[src/rtl/tone_synth.sv]
// Multi-channel square-wave tone generator: one command port loads or stops
// per-channel notes; each channel toggles its output every div+1 cycles for dur cycles.
module tone_synth #(
  parameter int CH    = 4,
  parameter int DIV_W = 17,
  parameter int DUR_W = 24,
  parameter int CW    = (CH > 1) ? $clog2(CH) : 1,
  localparam int MW   = $clog2(CH + 1)
) (
  input  logic             clk,
  input  logic             rst,
  input  logic             cmd_valid,
  output logic             cmd_ready,
  input  logic [CW-1:0]    cmd_ch,
  input  logic [DIV_W-1:0] cmd_div,
  input  logic [DUR_W-1:0] cmd_dur,
  output logic [CH-1:0]    sound,
  output logic [CH-1:0]    busy,
  output logic [CH-1:0]    done,
  output logic [MW-1:0]    mix
);

  typedef enum logic {IDLE, PLAY} state_t;

  function automatic logic [MW-1:0] popcnt(input logic [CH-1:0] v);
    logic [MW-1:0] c;
    c = '0;
    for (int i = 0; i < CH; i++) c = c + MW'(v[i]);
    return c;
  endfunction

  logic ch_ok;
  logic busy_sel;
  logic [MW-1:0] mix_p1;

  assign ch_ok = (int'(cmd_ch) < CH);

  always_comb begin
    busy_sel = 1'b0;
    for (int i = 0; i < CH; i++)
      if (cmd_ch == CW'(i)) busy_sel = busy[i];
  end

  // Out-of-range channels are always ready and simply match no channel below.
  assign cmd_ready = (cmd_dur == '0) || !ch_ok || !busy_sel;

  for (genvar i = 0; i < CH; i++) begin : g_ch
    state_t           st, st_nxt;
    logic [DIV_W-1:0] div_q;
    logic [DIV_W-1:0] cnt_q;
    logic [DUR_W-1:0] dur_q;
    logic             snd_p0, done_p0;
    logic             sel, play_acc, stop_acc, expire;

    assign sel      = cmd_valid && cmd_ready && (cmd_ch == CW'(i));
    assign play_acc = sel && (cmd_dur != '0);
    assign stop_acc = sel && (cmd_dur == '0);
    assign expire   = (st == PLAY) && (dur_q == DUR_W'(1));

    always_comb begin
      st_nxt = st;
      case (st)
        IDLE: if (play_acc) st_nxt = PLAY;
        PLAY: if (stop_acc || expire) st_nxt = IDLE;
        default: st_nxt = IDLE;
      endcase
    end

    always_ff @(posedge clk) begin
      if (rst) st <= IDLE;
      else     st <= st_nxt;
    end

    // Stage 0: tone divider, duration count and the done pulse
    always_ff @(posedge clk) begin
      if (rst) begin
        cnt_q   <= '0;
        dur_q   <= '0;
        snd_p0  <= 1'b0;
        done_p0 <= 1'b0;
      end else begin
        done_p0 <= expire && !stop_acc;
        if (st == IDLE) begin
          if (play_acc) begin
            div_q  <= cmd_div;
            dur_q  <= cmd_dur;
            cnt_q  <= '0;
            snd_p0 <= 1'b0;
          end
        end else if (stop_acc || expire) begin
          cnt_q  <= '0;
          dur_q  <= '0;
          snd_p0 <= 1'b0;
        end else begin
          dur_q <= dur_q - DUR_W'(1);
          if (cnt_q == div_q) begin
            cnt_q  <= '0;
            snd_p0 <= !snd_p0;
          end else begin
            cnt_q <= cnt_q + DIV_W'(1);
          end
        end
      end
    end

    assign sound[i] = snd_p0;
    assign busy[i]  = (st == PLAY);
    assign done[i]  = done_p0;
  end

  // Stage 1: mixer count of the registered square waves
  always_ff @(posedge clk) begin
    if (rst) mix_p1 <= '0;
    else     mix_p1 <= popcnt(sound);
  end

  assign mix = mix_p1;

endmodule

[config.mk]
export PLATFORM = sky130hd
export DESIGN_NAME = tone_synth
export DESIGN_NICKNAME = d
export VERILOG_FILES = /design/src/rtl/tone_synth.sv
export SDC_FILE = /design/constraint.sdc
export NUM_CORES = 1
export LEC_CHECK = 0
export ABC_CLOCK_PERIOD_IN_PS = 4200
export CORE_ASPECT_RATIO = 2
export CORE_MARGIN = 2
export CORE_UTILIZATION = 55
export CTS_BUF_LIST = sky130_fd_sc_hd__clkbuf_8 sky130_fd_sc_hd__clkbuf_16
export CTS_CLUSTER_DIAMETER = 50
export DETAILED_ROUTE_END_ITERATION = 16
export PLACE_DENSITY = 0.77
export SETUP_SLACK_MARGIN = 0.5
export SLEW_MARGIN = 0
export SYNTH_ARGS = -nofsm -noshare
export SYNTH_HDL_FRONTEND = slang
export SYNTH_SLANG_ARGS = --single-unit
[constraint.sdc]
create_clock -name clk -period 4.2 [get_ports clk]
set_input_delay 0.84 -clock clk [delete_from_list [all_inputs] [get_ports clk]]
set_output_delay 0.84 -clock clk [all_outputs]
set_load 0.03 [all_outputs]
Word-level counts from Yosys, hierarchy flattened. Cells that the tools add are included. Widths: inputs -> output; s select.

Muxes and demuxes: 60. Bitwise operators: 5. Equality and inequality tests: 15. Reductions and logical operators: 50. Add/sub/neg operators: 11.

Operators with widths (count): $mux 24 (12); $mux 17 (16); $eq 24x1->1 const B (4); $sub 24x1->24 const B (4); $add 17x1->17 const B (4); $eq 17x17->1 (4); $mux 1 (28); $logic_not 24->1 (1); $reduce_bool 24->1 (1); $logic_and 1x1->1 (21); $ne 3x1->1 const B (4); $reduce_and 3->1 (4); $logic_not 1->1 (9); $pmux 1 s2 (4); $reduce_and 2->1 (4); $reduce_bool 2->1 (4); $logic_or 1x1->1 (5); $not 1->1 (5); $eq 2x2->1 const B (2); $add 2x1->3 (1); $add 3x1->3 (1); $add 1x1->2 (1); $eq 2x1->1 const B (1); $logic_not 2->1 (1).

Input port bits: 46. Output and inout bits: 16. Register bits after elaboration: 247. Logic and storage cells: 166.

Logic depth before layout (Yosys ltp).
Depth after elaboration: 13. Depth in mapped cells: 9. Gate-level depth less buffers: 8.

Worst setup path before layout. Ideal clock, no wire load.

Path type: input to register. Start: in cmd_ch[0]. End: reg g_ch[2].div_q[0], enable pin. Stages: 5. Required time: 3.757 ns. Setup slack: -0.137 ns. Library setup time: 0.443 ns. Arrival time: 3.893 ns. Path buffers: 1. Path through: clkbuf_1 -> mux4_2 -> nor3b_1 -> o21ai_0 -> nor4b_1.

Cells in the longest elaborated chain, start to end: 11.

RTL lines: from (decl) (line 14) `input logic [CW-1:0] cmd_ch,`; $logic_not 2->1 (line 41) `if (cmd_ch == CW'(i)) busy_sel = busy[i];`; $mux 1 (4 in series) (line 41); $logic_not 1->1 (line 45) `assign cmd_ready = (cmd_dur == '0) || !ch_ok || !busy_sel;`; $logic_or 1x1->1 (line 45); $logic_and 1x1->1 (line 55) `assign sel = cmd_valid && cmd_ready && (cmd_ch == CW'(i));`; $logic_and 1x1->1 * (line 55); $logic_and 1x1->1 * (line 56) `assign play_acc = sel && (cmd_dur != '0);`; $reduce_and 3->1 (no source line) *; to (signal assigned) (line 85) `div_q <= cmd_div;`; to (decl) (line 49) `logic [DIV_W-1:0] div_q;`.

Mark *: on every way between the ends. The rest lies on a longest branch, timed or not. A chain may end at the register's enable or synchronous reset.

Worst setup path after layout.
Start: in cmd_dur[12]. End: out cmd_ready.

Cells in the longest elaborated chain, start to end: 2.

RTL lines: from (decl) (line 16) `input logic [DUR_W-1:0] cmd_dur,`; $logic_not 24->1 (line 45); $logic_or 1x1->1 (line 45); to (decl) (line 13) `output logic cmd_ready,`.

Every way passes these cells.

==> metrics <==
internal power summed over all cells 4.21 mW; Crit. End Element primary output; remaining antenna violation count after routing 0; post-CTS setup repair buffer count 0; DRC violations left 0; Worst-Skew Late Latency 0.54 ns; DR WL/cell roughly 23 um; Initial Utilization 55.6%; Syn. warnings 0; GRT Overall Usage 32.7%; wire length after detailed routing about 41000 um; floorplan core area ~23000 um^2; unrepaired setup endpoints after global routing no; number of pins with negative max-slew slack in the final report 0; maximum fanout along the worst path 15; Die W approximately 110 um; cell repeated most along the worst path buf_4; master cell of the clock root buffer clkbuf_16; cell area after synthesis roughly 13000 um^2; maximum clock rate roughly 280 MHz; VDD IR max ~0.38 mV; utilization after layout a little under two thirds; total negative slack for setup checks 0 ns; endpoint of the lowest-slack register-to-register path g_ch[0].div_q[0]$_DFFE_PP_; routability congestion estimate between 0.9 and 1; hold-critical path depth 2; first-pass GRT wire length roughly 64000 um; most area-hungry cell type in the Yosys netlist dfxtp_1; headroom to the max-slew limit 20.0%; Clock transition at path regs around 0.07 ns; total via count after detailed routing 11700; most area-consuming cells after synthesis dfxtp_1 28%, edfxtp_1 16%, xnor2_1 4.7%; TritonRoute pass-1 iters 7; maximum level of the CTS H-tree 1; Area growth syn-to-layout 14.2%; count of buffers from port buffering 61; Critical Path RT 3.36 ns; Maximum Capacitance Violations 0; path depth of the worst reg2reg path 5; pin count of the biggest net entering global routing approximately 50; aggregate global routing overflow 0; clock tree from TritonCTS yes; sequential share of the synthesized area 43.7%; count of state elements after synthesis 247; number of endpoints with negative hold slack in the final report 0; number of global-route vias before repair roughly 12000; post-cts hold buffer count 0; Clock Sink Count approximately 250; Syn Area/Cell 9.06 um^2; slowest stage cell, crit path clkdlybuf4s50_1; relative contribution of the clock network to total power 36.3%; data arrival time of the critical path roughly 2.7 ns; top cells by instance count after synthesis 179 x dfxtp_1, 114 x nor2_1, 88 x nand2_1; CTS buffer count 22; Netlist cell types 81; proportion of power drawn by flip-flops and latches 44.4%; Power per Cell Area slightly above 400 nW/um^2; Setup Crit Path Kind input pin to primary output; startpoint of the lowest-slack hold path g_ch[1].dur_q[22]$_SDFFE_PP0P_; status finished, final reports clean; routed via count divided by cell count 6.60; IO Pins slightly above 60; power spent charging and discharging nets about 1.8 mW; Post-Syn Instances around 1400; instance count after placement with tap cells included roughly 1700; ratio of cells with drive above 1 in the final layout about a tenth; Yosys top cell area share between 20% and 30%; Clock Skews between 0.02 and 0.03 ns; min cycle time layout roughly 3.5 ns; worst hold path endpoint g_ch[1].dur_q[22]$_SDFFE_PP0P_; number of synthesized flops with an enable pin 68; net count of the finished layout approximately 1500; worst reg2reg startpoint g_ch[3].st$_SDFF_PP0_; initial antenna violation count 0; DPL Wire Length between 20000 and 30000 um; standby leakage power between 5 and 6 nW; critical path's largest stage delay ~0.65 ns; height of the die around 220 um; Die Outline Area about 25000 um^2; flip-flop cell with the highest count after synthesis dfxtp_1; fraction of synthesis flops using an asynchronous set or reset pin 0%; count of endpoints failing setup in the final report 0; count of antenna diodes in the layout 0; worst slew pin tran approximately 1.2 ns; critical path launch point type input pin; Hold Crit Class register to register; non-filler instance count after layout 1775; Post-Syn Nets between 1000 and 1500; fraction of the cycle the final worst path needs around 84%; list of cells traversed by the critical path clkdlybuf4s50_1 -> nor4_1 -> nand4_1 -> buf_4 -> o21ai_0 -> buf_4; fraction of power spent switching nets just under 30%; most instantiated library cell after synthesis dfxtp_1; deepest clock path buffer count 3; DRT iter0 DRCs about 1000; proportion of power drawn by combinational gates about a fifth; number of placement rows between 70 and 80; register-to-register setup slack roughly 1.2 ns
==> logic make-up (layout without fill, tap and decap cells) <==
group / Yosys count / after routing / synth area share (%)
and+or+nand+nor: 537 / 537 / 21.6
AOI/OAI and AO/OA: 339 / 339 / 18.9
DFF: 247 / 247 / 43.7
buffers and inverters: 147 / 219 / 4.92
xor gates and xnor gates: 126 / 126 / 8.58
adders and majority gates: 15 / 15 / 1.52
muxes: 9 / 9 / 0.807
==> area by class of cell <==
| cell class | count | area [um^2] |
|---|---|---|
| clock buffers | 24 | 578 |
| clock inverters | 16 | 186 |
| fillers | 1953 | 8430 |
| inverters | 59 | 221 |
| multi-input cells | 1026 | 6670 |
| flip-flops and latches | 247 | 5630 |
| well taps | 283 | 354 |
| repair buffers | 120 | 1060 |
==> worst max-delay path by stage <==
stage / from / end / slack [ns] / depth (start not counted)
after global placement: cmd_dur[8] / g_ch[1].dur_q[8]$_SDFFE_PP0P_ / 0.39 / 8
after floorplan: cmd_ch[0] / g_ch[3].div_q[0]$_DFFE_PP_ / 0.41 / 5
after global routing: cmd_dur[8] / cmd_ready / 0.61 / 5
final: cmd_dur[12] / cmd_ready / 0.69 / 6
after CTS: cmd_dur[8] / cmd_ready / 0.62 / 5
after detailed placement: cmd_dur[8] / g_ch[1].dur_q[8]$_SDFFE_PP0P_ / 0.26 / 8
==> critical path, delay by kind of cell <==
family | cells | cell delay (ns)
buf+inv | 3 | 1.07
simple gates | 2 | 0.58
compound gates | 1 | 0.18
==> sequential cells by signal (all words and copies together) (netlist names) <==
register and flops:
g_ch.dur_q 96, g_ch.cnt_q 68, g_ch.div_q 68, g_ch.done_p0 4
g_ch.snd_p0 4, g_ch.st 4, mix 3
==> cells in the final DEF (no fill, tap or decap), types with 7 or more instances in the layout <==
cell and n:
a22oi_1 13, or2_2 10, inv_1 60, nor4_1 42, nor2_1 114, nand3_1 47
a32o_1 13, mux2i_1 7, a211oi_1 8, o22ai_1 21, nor2b_1 12, nor3_1 81
o21ai_0 56, nand4_1 44, ha_1 14, o32ai_1 34, xor2_1 57, o211ai_1 8
clkbuf_16 22, a21oi_1 77, a32oi_1 13, clkdlybuf4s50_1 59, or4_1 8, edfxtp_1 68
nand2_1 87, o21ai_2 7, buf_4 59, or3_1 29, and3_1 17, dfxtp_1 179
a31oi_1 8, xnor2_1 69
==> per-layer routing <==
| metal | up-vias | GRT usage, % | routed length, um |
|---|---|---|---|
| met5 | - | 0 | 0 |
| li1 | 5424 | - | - |
| met1 | 5583 | 33.3 | 14000 |
| met2 | 523 | 61.1 | 21100 |
| met4 | 0 | 22.4 | 3170 |
| met3 | 182 | 4.27 | 2510 |
==> what timing repair did <==
item	CTS	global route
resized for setup	1	1
pin swaps	0	0
endpoints found under the setup margin	1	1
gates cloned	0	0
==> power by group through the flow <==
stage | clock network [mW] | registers, mW | logic, mW
finish | 2.17 | 2.66 | 1.16
global route | 2.30 | 2.67 | 1.25
CTS | 2.20 | 2.65 | 1.13
detailed placement | 0 | 2.71 | 1.12
global placement | 0 | 2.70 | 1.11
floorplan | 0 | 2.67 | 0.764
==> stage by stage <==
stage | hold WS, ns | worst slack [ns] | power [mW] | cell area [um^2]
finish | 0.478 | 0.691 | 5.99 | 14700
global placement | 0.461 | 0.385 | 3.81 | 13900
floorplan | 0.433 | 0.414 | 3.44 | 12900
global route | 0.495 | 0.615 | 6.22 | 14700
detailed placement | 0.462 | 0.257 | 3.83 | 13900
CTS | 0.479 | 0.625 | 5.98 | 14700
Note: power is estimated with default switching activity, not from simulation.
